--- src/rtl/ifetch_icache.sv ---
// ifetch_icache: fetch stage with a direct-mapped one-word-per-line instruction cache.
// Rev 1.0 - initial release.
`default_nettype none

module ifetch_icache #(
  parameter int          ICACHE_INDEX_BITS = 6,
  parameter logic [31:0] RESET_PC          = 32'h0
) (
  input  logic        clk_in,
  input  logic        rst_in,
  input  logic        rdy_in,
  output logic        if_read_or_not,
  output logic [31:0] intru_addr,
  input  logic        if_load_done,
  input  logic [31:0] mem_ctrl_instru_to_if,
  input  logic        jump_flag,
  input  logic [31:0] jump_addr,
  output logic        if_out_valid,
  input  logic        if_out_ready,
  output logic [31:0] if_out_instru,
  output logic [31:0] if_out_pc
);

  localparam int LINES = 1 << ICACHE_INDEX_BITS;
  localparam int TAG_W = 32 - ICACHE_INDEX_BITS - 2;

  typedef enum logic [1:0] {
    IDLE  = 2'd0,
    MISS  = 2'd1,
    DRAIN = 2'd2
  } state_t;

  state_t      state;
  logic [31:0] pc;
  logic [31:0] miss_addr;

  logic [LINES-1:0] line_valid;
  logic [TAG_W-1:0] tag_mem  [LINES];
  logic [31:0]      data_mem [LINES];

  logic [ICACHE_INDEX_BITS-1:0] idx;
  logic [TAG_W-1:0]             pc_tag;
  logic [ICACHE_INDEX_BITS-1:0] fill_idx;
  logic [TAG_W-1:0]             fill_tag;
  logic                         hit;
  logic                         slot_free;
  logic                         awaiting;
  logic                         fill;

  assign idx       = pc[ICACHE_INDEX_BITS+1:2];
  assign pc_tag    = pc[31:ICACHE_INDEX_BITS+2];
  assign fill_idx  = miss_addr[ICACHE_INDEX_BITS+1:2];
  assign fill_tag  = miss_addr[31:ICACHE_INDEX_BITS+2];
  assign hit       = line_valid[idx] && (tag_mem[idx] == pc_tag);
  assign slot_free = !if_out_valid || if_out_ready;
  assign awaiting  = (state == MISS) || (state == DRAIN);
  assign fill      = rdy_in && awaiting && if_load_done;

  // Request drops in the done cycle so memctrl never restarts the same read.
  assign if_read_or_not = awaiting && !if_load_done;
  assign intru_addr     = miss_addr;

  // Tag/data storage needs no reset; the valid bits guard it.
  always_ff @(posedge clk_in) begin
    if (fill) begin
      tag_mem[fill_idx]  <= fill_tag;
      data_mem[fill_idx] <= mem_ctrl_instru_to_if;
    end
  end

  always_ff @(posedge clk_in or negedge rst_in) begin
    if (!rst_in) begin
      state         <= IDLE;
      pc            <= RESET_PC;
      miss_addr     <= 32'h0;
      line_valid    <= '0;
      if_out_valid  <= 1'b0;
      if_out_instru <= 32'h0;
      if_out_pc     <= 32'h0;
    end else if (rdy_in) begin
      if (fill) begin
        line_valid[fill_idx] <= 1'b1;
      end
      case (state)
        IDLE: begin
          if (jump_flag) begin
            if_out_valid <= 1'b0;
            pc           <= jump_addr;
          end else if (slot_free) begin
            if (hit) begin
              if_out_valid  <= 1'b1;
              if_out_instru <= data_mem[idx];
              if_out_pc     <= pc;
              pc            <= pc + 32'd4;
            end else begin
              if_out_valid <= 1'b0;
              miss_addr    <= pc;
              state        <= MISS;
            end
          end
        end
        MISS: begin
          if (if_load_done) begin
            state <= IDLE;
            // A redirect landing on the done cycle discards the fetched word.
            if (jump_flag) begin
              pc <= jump_addr;
            end else begin
              if_out_valid  <= 1'b1;
              if_out_instru <= mem_ctrl_instru_to_if;
              if_out_pc     <= miss_addr;
              pc            <= miss_addr + 32'd4;
            end
          end else if (jump_flag) begin
            pc    <= jump_addr;
            state <= DRAIN;
          end
        end
        DRAIN: begin
          if (jump_flag) begin
            pc <= jump_addr;
          end
          if (if_load_done) begin
            state <= IDLE;
          end
        end
        default: state <= IDLE;
      endcase
    end
  end

endmodule

`default_nettype wire

--- config.mk ---
export PLATFORM = sky130hd
export DESIGN_NAME = ifetch_icache
export DESIGN_NICKNAME = d
export VERILOG_FILES = /design/src/rtl/ifetch_icache.sv
export SDC_FILE = /design/constraint.sdc
export NUM_CORES = 2
export LEC_CHECK = 0
export BUFFER_PORTS_ARGS = -buffer_cell sky130_fd_sc_hd__clkbuf_2
export CAP_MARGIN = 20
export CELL_PAD_IN_SITES_DETAIL_PLACEMENT = 1
export CELL_PAD_IN_SITES_GLOBAL_PLACEMENT = 1
export CORE_MARGIN = 1
export CORE_UTILIZATION = 50
export DETAILED_ROUTE_END_ITERATION = 16
export PLACE_DENSITY = 0.74
export SYNTH_ARGS = -nofsm -noshare
export SYNTH_HDL_FRONTEND = slang
export SYNTH_SLANG_ARGS = --single-unit
--- constraint.sdc ---
create_clock -name clk_in -period 11.7 [get_ports clk_in]
set_clock_uncertainty 0.2 [all_clocks]
set_input_delay 2.34 -clock clk_in [delete_from_list [all_inputs] [get_ports clk_in]]
set_output_delay 2.34 -clock clk_in [all_outputs]
set_load 0.02 [all_outputs]
Word level (Yosys, flattened, before mapping)
Memories as Yosys holds them, arrays and structs flattened.
Cells that the tools add are included.
{ "word_totals": {"register_bits": 195, "ram_bits": 3584, "output_inout_bits": 98, "elab_cells": 86, "mem_count": 2} }
{ "mem_list": {"columns": ["name", "depth", "word_bits", "rd", "rd_clocked_by_memory_dff", "wr", "line", "source"], "rows": [
  ["data_mem", 64, 32, 1, 0, 1, "39", "logic [31:0] data_mem [LINES];"],
  ["tag_mem", 64, 24, 1, 0, 1, "38", "logic [TAG_W-1:0] tag_mem [LINES];"]
]} }
{ "op_classes": {"add_sub_neg": 2, "order_cmp": 3, "eq_ne": 13, "muxes": 38, "n_bitwise": 3, "reduce_logical": 18} }
{ "ops": {"columns": ["cell", "count"], "rows": [
  ["32-bit two-way mux", 16],
  ["32-bit one-hot mux with 2 select lines", 2],
  ["32-bit one-hot mux with 3 select lines", 1],
  ["32-bit by 3-bit adder with 32-bit output, second input constant", 2],
  ["64-bit OR", 1],
  ["24-bit equality test", 1],
  ["6-bit by 7-bit less-than comparator with 1-bit output, second input constant", 2],
  ["2-bit != test, second input constant", 7],
  ["2-bit two-way mux", 6],
  ["5-bit AND reduction", 2],
  ["1-bit two-way mux", 9],
  ["3-bit != test, second input constant", 3],
  ["7-bit AND reduction", 1],
  ["1-bit binary-select mux with 6-bit select", 1],
  ["1-bit demux with 6-bit select", 1],
  ["6-bit by 1-bit greater-or-equal comparator with 1-bit output, second input constant", 1],
  ["2-bit one-hot mux with 3 select lines", 1],
  ["6-bit AND reduction", 1],
  ["1-bit logical AND", 5],
  ["4-bit AND reduction", 1],
  ["3-bit nonzero test", 1],
  ["2-bit by 1-bit equality test with 1-bit output, second input constant", 1],
  ["2-bit equality test, second input constant", 1],
  ["1-bit zero test", 2],
  ["6 further kinds", 8]
]} }

Logic depth before layout (Yosys ltp)
{ "logic_depth": {"word_depth": 7, "ltp_mapped": 18, "mapped_depth_nobuf": 11} }

Worst setup path before layout
Ideal clock, no wire load.
{ "synth_timing": {"path_kind": "input to register", "from": "input port rdy_in", "to": "memory data_mem[46][0] (enable)", "setup_ps": 471, "t_arrival_ps": 5273, "slack_ps": 5756, "path_stages": 4, "n_path_buf": 0, "path_cell_list": "nand3_1 > nor2_1 > nand3_1 > nor2_1"} }
{ "synth_between": {"elab_chain_cells": 4} }
{ "synth_rtl": {"columns": ["item", "line", "source"], "rows": [
  ["from (decl)", "11", "input logic rdy_in,"],
  ["1-bit logical AND (2 in a row)", "57", "assign fill = rdy_in && awaiting && if_load_done;"],
  ["1-bit two-way mux", "65", "if (fill) begin"],
  ["1-bit two-way mux (not written as such)", "67", "data_mem[fill_idx] <= mem_ctrl_instru_to_if;"],
  ["to (decl)", "39", null]
]} }
No other way between the ends.

Worst setup path in the final report
{ "layout_timing": {"from": "register pc[3]", "to": "register if_out_instru[8]"} }
{ "layout_between": {"elab_chain_cells": 5, "word_cells_on_any_way": 12, "cone_classes": "eq/ne (2); mux (6); reduce/logical (2); memory (2)"} }
{ "layout_rtl": {"columns": ["item", "line", "source"], "rows": [
  ["from (decl)", "34", "logic [31:0] pc;"],
  ["from (signal assigned)", "88", "pc <= jump_addr;"],
  ["from (signal assigned)", "94", "pc <= pc + 32'd4;"],
  ["from (signal assigned)", "107", "pc <= jump_addr;"],
  ["memory 64 x 24 bit (tied with other cells)", null, null],
  ["24-bit equality test (tied with other cells)", "54", "assign hit = line_valid[idx] && (tag_mem[idx] == pc_tag);"],
  ["1-bit logical AND or 32-bit two-way mux (tied branches)", "54, 89", null],
  ["2-bit != test (no source line) or 32-bit two-way mux (tied branches)", null, null],
  ["7-bit AND reduction (no source line) or 32-bit one-hot mux with 2 select lines (tied branches)", null, null],
  ["to (signal assigned)", "92", "if_out_instru <= data_mem[idx];"],
  ["to (signal assigned)", "110", "if_out_instru <= mem_ctrl_instru_to_if;"],
  ["to (decl)", "20", "output logic [31:0] if_out_instru,"]
]} }
Parallel ways exist; a longest one is shown, timed or not. The select of a mux whose other input is x is not followed.
A chain may end at the register's enable or synchronous reset.

==> flow_results.org <==
** Global routing
- Summed over all layers, the global routing overflow is 0.
- Entering global routing, the biggest net connects between 150 and 200 pins.
- Vias in the first global route :: 81110
- The initial antenna violation count is 27.
- Combined global-route utilization of all metal layers :: a little under a third
- The first global-routing pass estimated 653.6 mm of wire.

** CTS
- Number of gates resized after CTS :: 0
- CTS saw ~3800 sinks.
- Clock transition at the registers of the reported paths :: 0.06 ns
- The clock reaches the later pin of the worst-skew pair after 0.95 ns.
- Cell at the root of the clock tree :: clkbuf_16
- No sink is reached through more buffers than the 4 on the longest clock path.
- H-tree levels :: 5
- CTS hold repair buffers :: 0
- Counting the buffers created by CTS gives approximately 370.
- Once the clock tree was built, the setup fixing pass inserted 0 buffers.
- TritonCTS clock tree :: yes

** Logic synthesis
- In the synthesized netlist the dominant register cell turns out to be edfxtp_1.
- Main combinational cell family by area after synthesis :: multiplexers
- After synthesis the cells add up to 0.1485 sq mm.
- Synthesis inferred 3779 register bits.
- Synth Area in Compound Gates :: 2.495%
- Post-synthesis share of cell area spent on xor and xnor gates :: less than 1%
- Dividing the synthesized area by the synthesized cell count gives 21.65 sq um.
- Yosys mapped the design onto 76 distinct sky130hd cell types.
- During synthesis, Yosys emitted a total of 0 warnings.
- Async set or reset register ratio after synthesis :: 5.160%
- Post-synthesis simple-gate area fraction :: 2.508%
- The number of nets handed over by synthesis was 6934.
- Of the post-synthesis cell area, the part taken by muxes is 17.36%.
- After Yosys synthesis, full adders, half adders and majority gates account for 0.04212% of the synthesized area.
- Number of enable-type register cells in the synthesized netlist :: 3584
- Sequential-to-total area share from yosys stat :: 75.75%
- In the synthesized netlist, the number of instances is approximately 6900.

** STA
- Transition time at the pin with the least slew margin :: 1.237 ns
- Total Neg Setup Slack :: 0 ns
- Period utilization :: 66.41%
- Final count of negative-setup-slack endpoints :: 0
- The number of slew-limit violations in the final report was 0.
- Minimum hold slack :: between 0.2 and 0.3 ns
- Final hold violation count :: 0
- Maximum achievable frequency :: 128.7 MHz
- The routed design could run at a clock period as short as 7.770 ns.
- Unrepaired setup endpoints after global routing :: no
- Rel. slew slack :: 17.52%
- Setup slack closes at 3.930 ns.

** Place
- DP Wirelength :: between 200 and 300 mm
- Routability congestion estimate from global placement :: 0.8527
- Before CTS, the worst setup slack after placement is roughly 4 ns.
- Input and output buffers added on the ports amount to 167.

** Power
- Reported leakage power :: roughly 53 nW
- IR analysis of the VDD net gives a maximum drop of 0.0002132 V.
- After layout, the design draws a total of ~0.041 W.
- Dividing total power by cell area gives a power density of around 240 mW/mm^2.

** Worst setup path
- In this run the critical register-to-register path is launched from pc[3].
- The largest single stage delay on the critical path is slightly below 0.9 ns.
- Arrival time worst endpoint :: between 8 and 9 ns
- Among the stages of the critical path, the cell type that occurs most often is buf_4.
- Walking the worst path, the cells encountered are buf_4 -> buf_4 -> mux4_2 -> a22oi_1 -> a21boi_0 -> nor4_1 -> xnor2_1 -> nor2_1 -> nand4_1 -> nor4_4 -> buf_4 -> buf_4 -> nand3b_1 -> nand3_1.
- Along the worst path, the maximum fanout reaches 82.
- Category of the most critical setup path :: register to register
- The slowest stage of the critical path belongs to the cell nor4_1.
- Endpoint type of the worst setup path :: register
- Tracing the worst setup path back leads to its startpoint at pc[3].
- Crit start category :: register
- For the worst setup path, the data required time is 12.26 ns.

** Cells and area
- The post-route netlist has 30.09% of its cells at a drive strength greater than 1.
- The sequential cells in the finished layout cover a total of 0.1126 sq mm.
- For this run, the share of the core covered by cells in the final layout is 56.79%.
- The filler cells instantiated in the layout total around 25000.
- Layout overhead on the synthesized area :: 12.71%
- In the final layout, the multi-input gates occupy about 0.034 sq mm.
- Commonest cells after routing, fill and taps aside :: edfxtp_1, mux4_2, clkbuf_16, buf_4, nand2_1
- After the last flow step, the layout net total stands at 7342.
- Leading cell type in the layout, fill and taps excluded :: edfxtp_1

** Flow run
- Across the run, the number of max-cap violations was 0.

** Floorplan
- X dimension of the die :: 547.0 microns
- Die Area :: 0.2992 sq mm
- Io pins :: 168
- Once the floorplan was initialized, standard cells occupied 50.38% of the core.
- Number of placement rows :: approximately 200
- Measured along the y axis, the die boundary spans 547.0 microns.
- The region available for standard cell placement spans 0.2948 sq mm.

** Hold path
- Tightest Hold Check Type :: register to register
- Startpoint of the tightest hold check path :: line_valid[54]

** Detailed routing
- Dividing the detail-routed wire length by the instance count gives 41.52 microns.
- Vias post-DR :: 79940
- The first detailed-routing pass took 6 iterations.
- Remaining number of nets flagged by the antenna check after routing :: 0
- After the first detailed-routing iteration, the DRC count stood at between 10000 and 15000.
- Wires add up to roughly 480 mm.
- Post-DR vias/cell :: 6.948
- Detailed-route DRC error count :: 0

** Status
- Status :: completed
==> path summary, 6_finish.rpt <==
check                      slack (ns)                to  cells past startpoint
max in group asynchronous        8.45    intru_addr[23]                      2
min in group asynchronous        1.18  if_out_instru[2]                      1
max                              3.93  if_out_instru[8]                     14
max reg2reg                      3.93  if_out_instru[8]                     14
min reg2reg                      0.27    line_valid[54]                      1
min                              0.27    line_valid[54]                      1
==> metrics by stage <==
| stage | cells | area, sq um |
|---|---|---|
| 2_1_floorplan | 6859 | 148500 |
| 3_3_place_gp | 10790 | 154900 |
| 3_5_place_dp | 10800 | 154900 |
| 4_1_cts | 11480 | 167100 |
| 5_1_grt | 11500 | 167400 |
| 6_report | 11510 | 167400 |
==> where the power goes <==
group          switching (W)  internal, W
logic                0.00707      0.00477
clock network        0.00521      0.00687
registers           0.000705       0.0160
==> flip-flops by register name, indices dropped and copies added (netlist names) <==
register	count
line_valid	64
if_out_valid	1
intru_addr	32
if_out_pc	32
pc	32
data_mem	2048
state	2
tag_mem	1536
if_out_instru	32
==> critical path, delay by kind of cell, from the launching register on <==
| kind | cells | cell delay (ns) |
|---|---|---|
| buffers and inverters | 4 | 2.95 |
| AND/OR/NAND/NOR | 6 | 2.36 |
| XOR/XNOR | 1 | 0.13 |
| AO/OA/AOI/OAI | 2 | 0.43 |
| flip-flops | 1 | 0.67 |
| multiplexers | 1 | 0.44 |
==> final cells by class <==
class	count	area share, %
multi-input combinational	2651	20.56
timing repair buffer	442	1.957
sequential	3779	67.23
inverter	19	0.04858
clock inverter	213	1.330
antenna	13	0.01943
tap	3919	2.929
clock buffer	470	5.928
==> cell usage after synthesis, types with 16 or more instances <==
master	count	share of area [%]
or2_2	69	0.29
nor3_1	42	0.14
dfrtp_1	195	3.3
mux2i_1	182	1.2
nor2_1	169	0.43
a22o_1	18	0.11
xor2_1	20	0.12
mux2_2	51	0.39
o21ai_0	72	0.24
mux4_2	1018	15
edfxtp_1	3584	72
xnor2_1	43	0.25
buf_2	76	0.26
buf_6	38	0.29
nand2b_1	16	0.067
a21oi_1	111	0.37
o22ai_1	58	0.24
nand3_1	114	0.38
and3_1	22	0.093
o211ai_1	41	0.21
inv_1	18	0.045
a22oi_1	128	0.65
nand2_1	200	0.51
buf_1	34	0.086
mux2_4	29	0.29
nand3b_1	43	0.22
clkbuf_1	228	0.58
buf_4	26	0.13
==> logic make-up (layout without fill, tap and decap cells) <==
kind of cell    Yosys count  count (layout)
buf+inv                 429            1144
xor+xnor                 63              63
compound gates          548             548
simple gates            754             754
mux                    1281            1281
fa+ha+maj                 5               5
other cells               0              13
flops                  3779            3779
==> per-layer routing <==
| metal | track usage, % | vias to the layer above | wire length (microns) |
|---|---|---|---|
| met5 | 0 | - | 96 |
| met3 | 7.502 | 1150 | 58150 |
| li1 | - | 29660 | - |
| met2 | 49.82 | 6278 | 224300 |
| met4 | 13.55 | 14 | 23290 |
| met1 | 43.01 | 42830 | 172000 |
No activity file was read; power rests on OpenSTA's default activity.
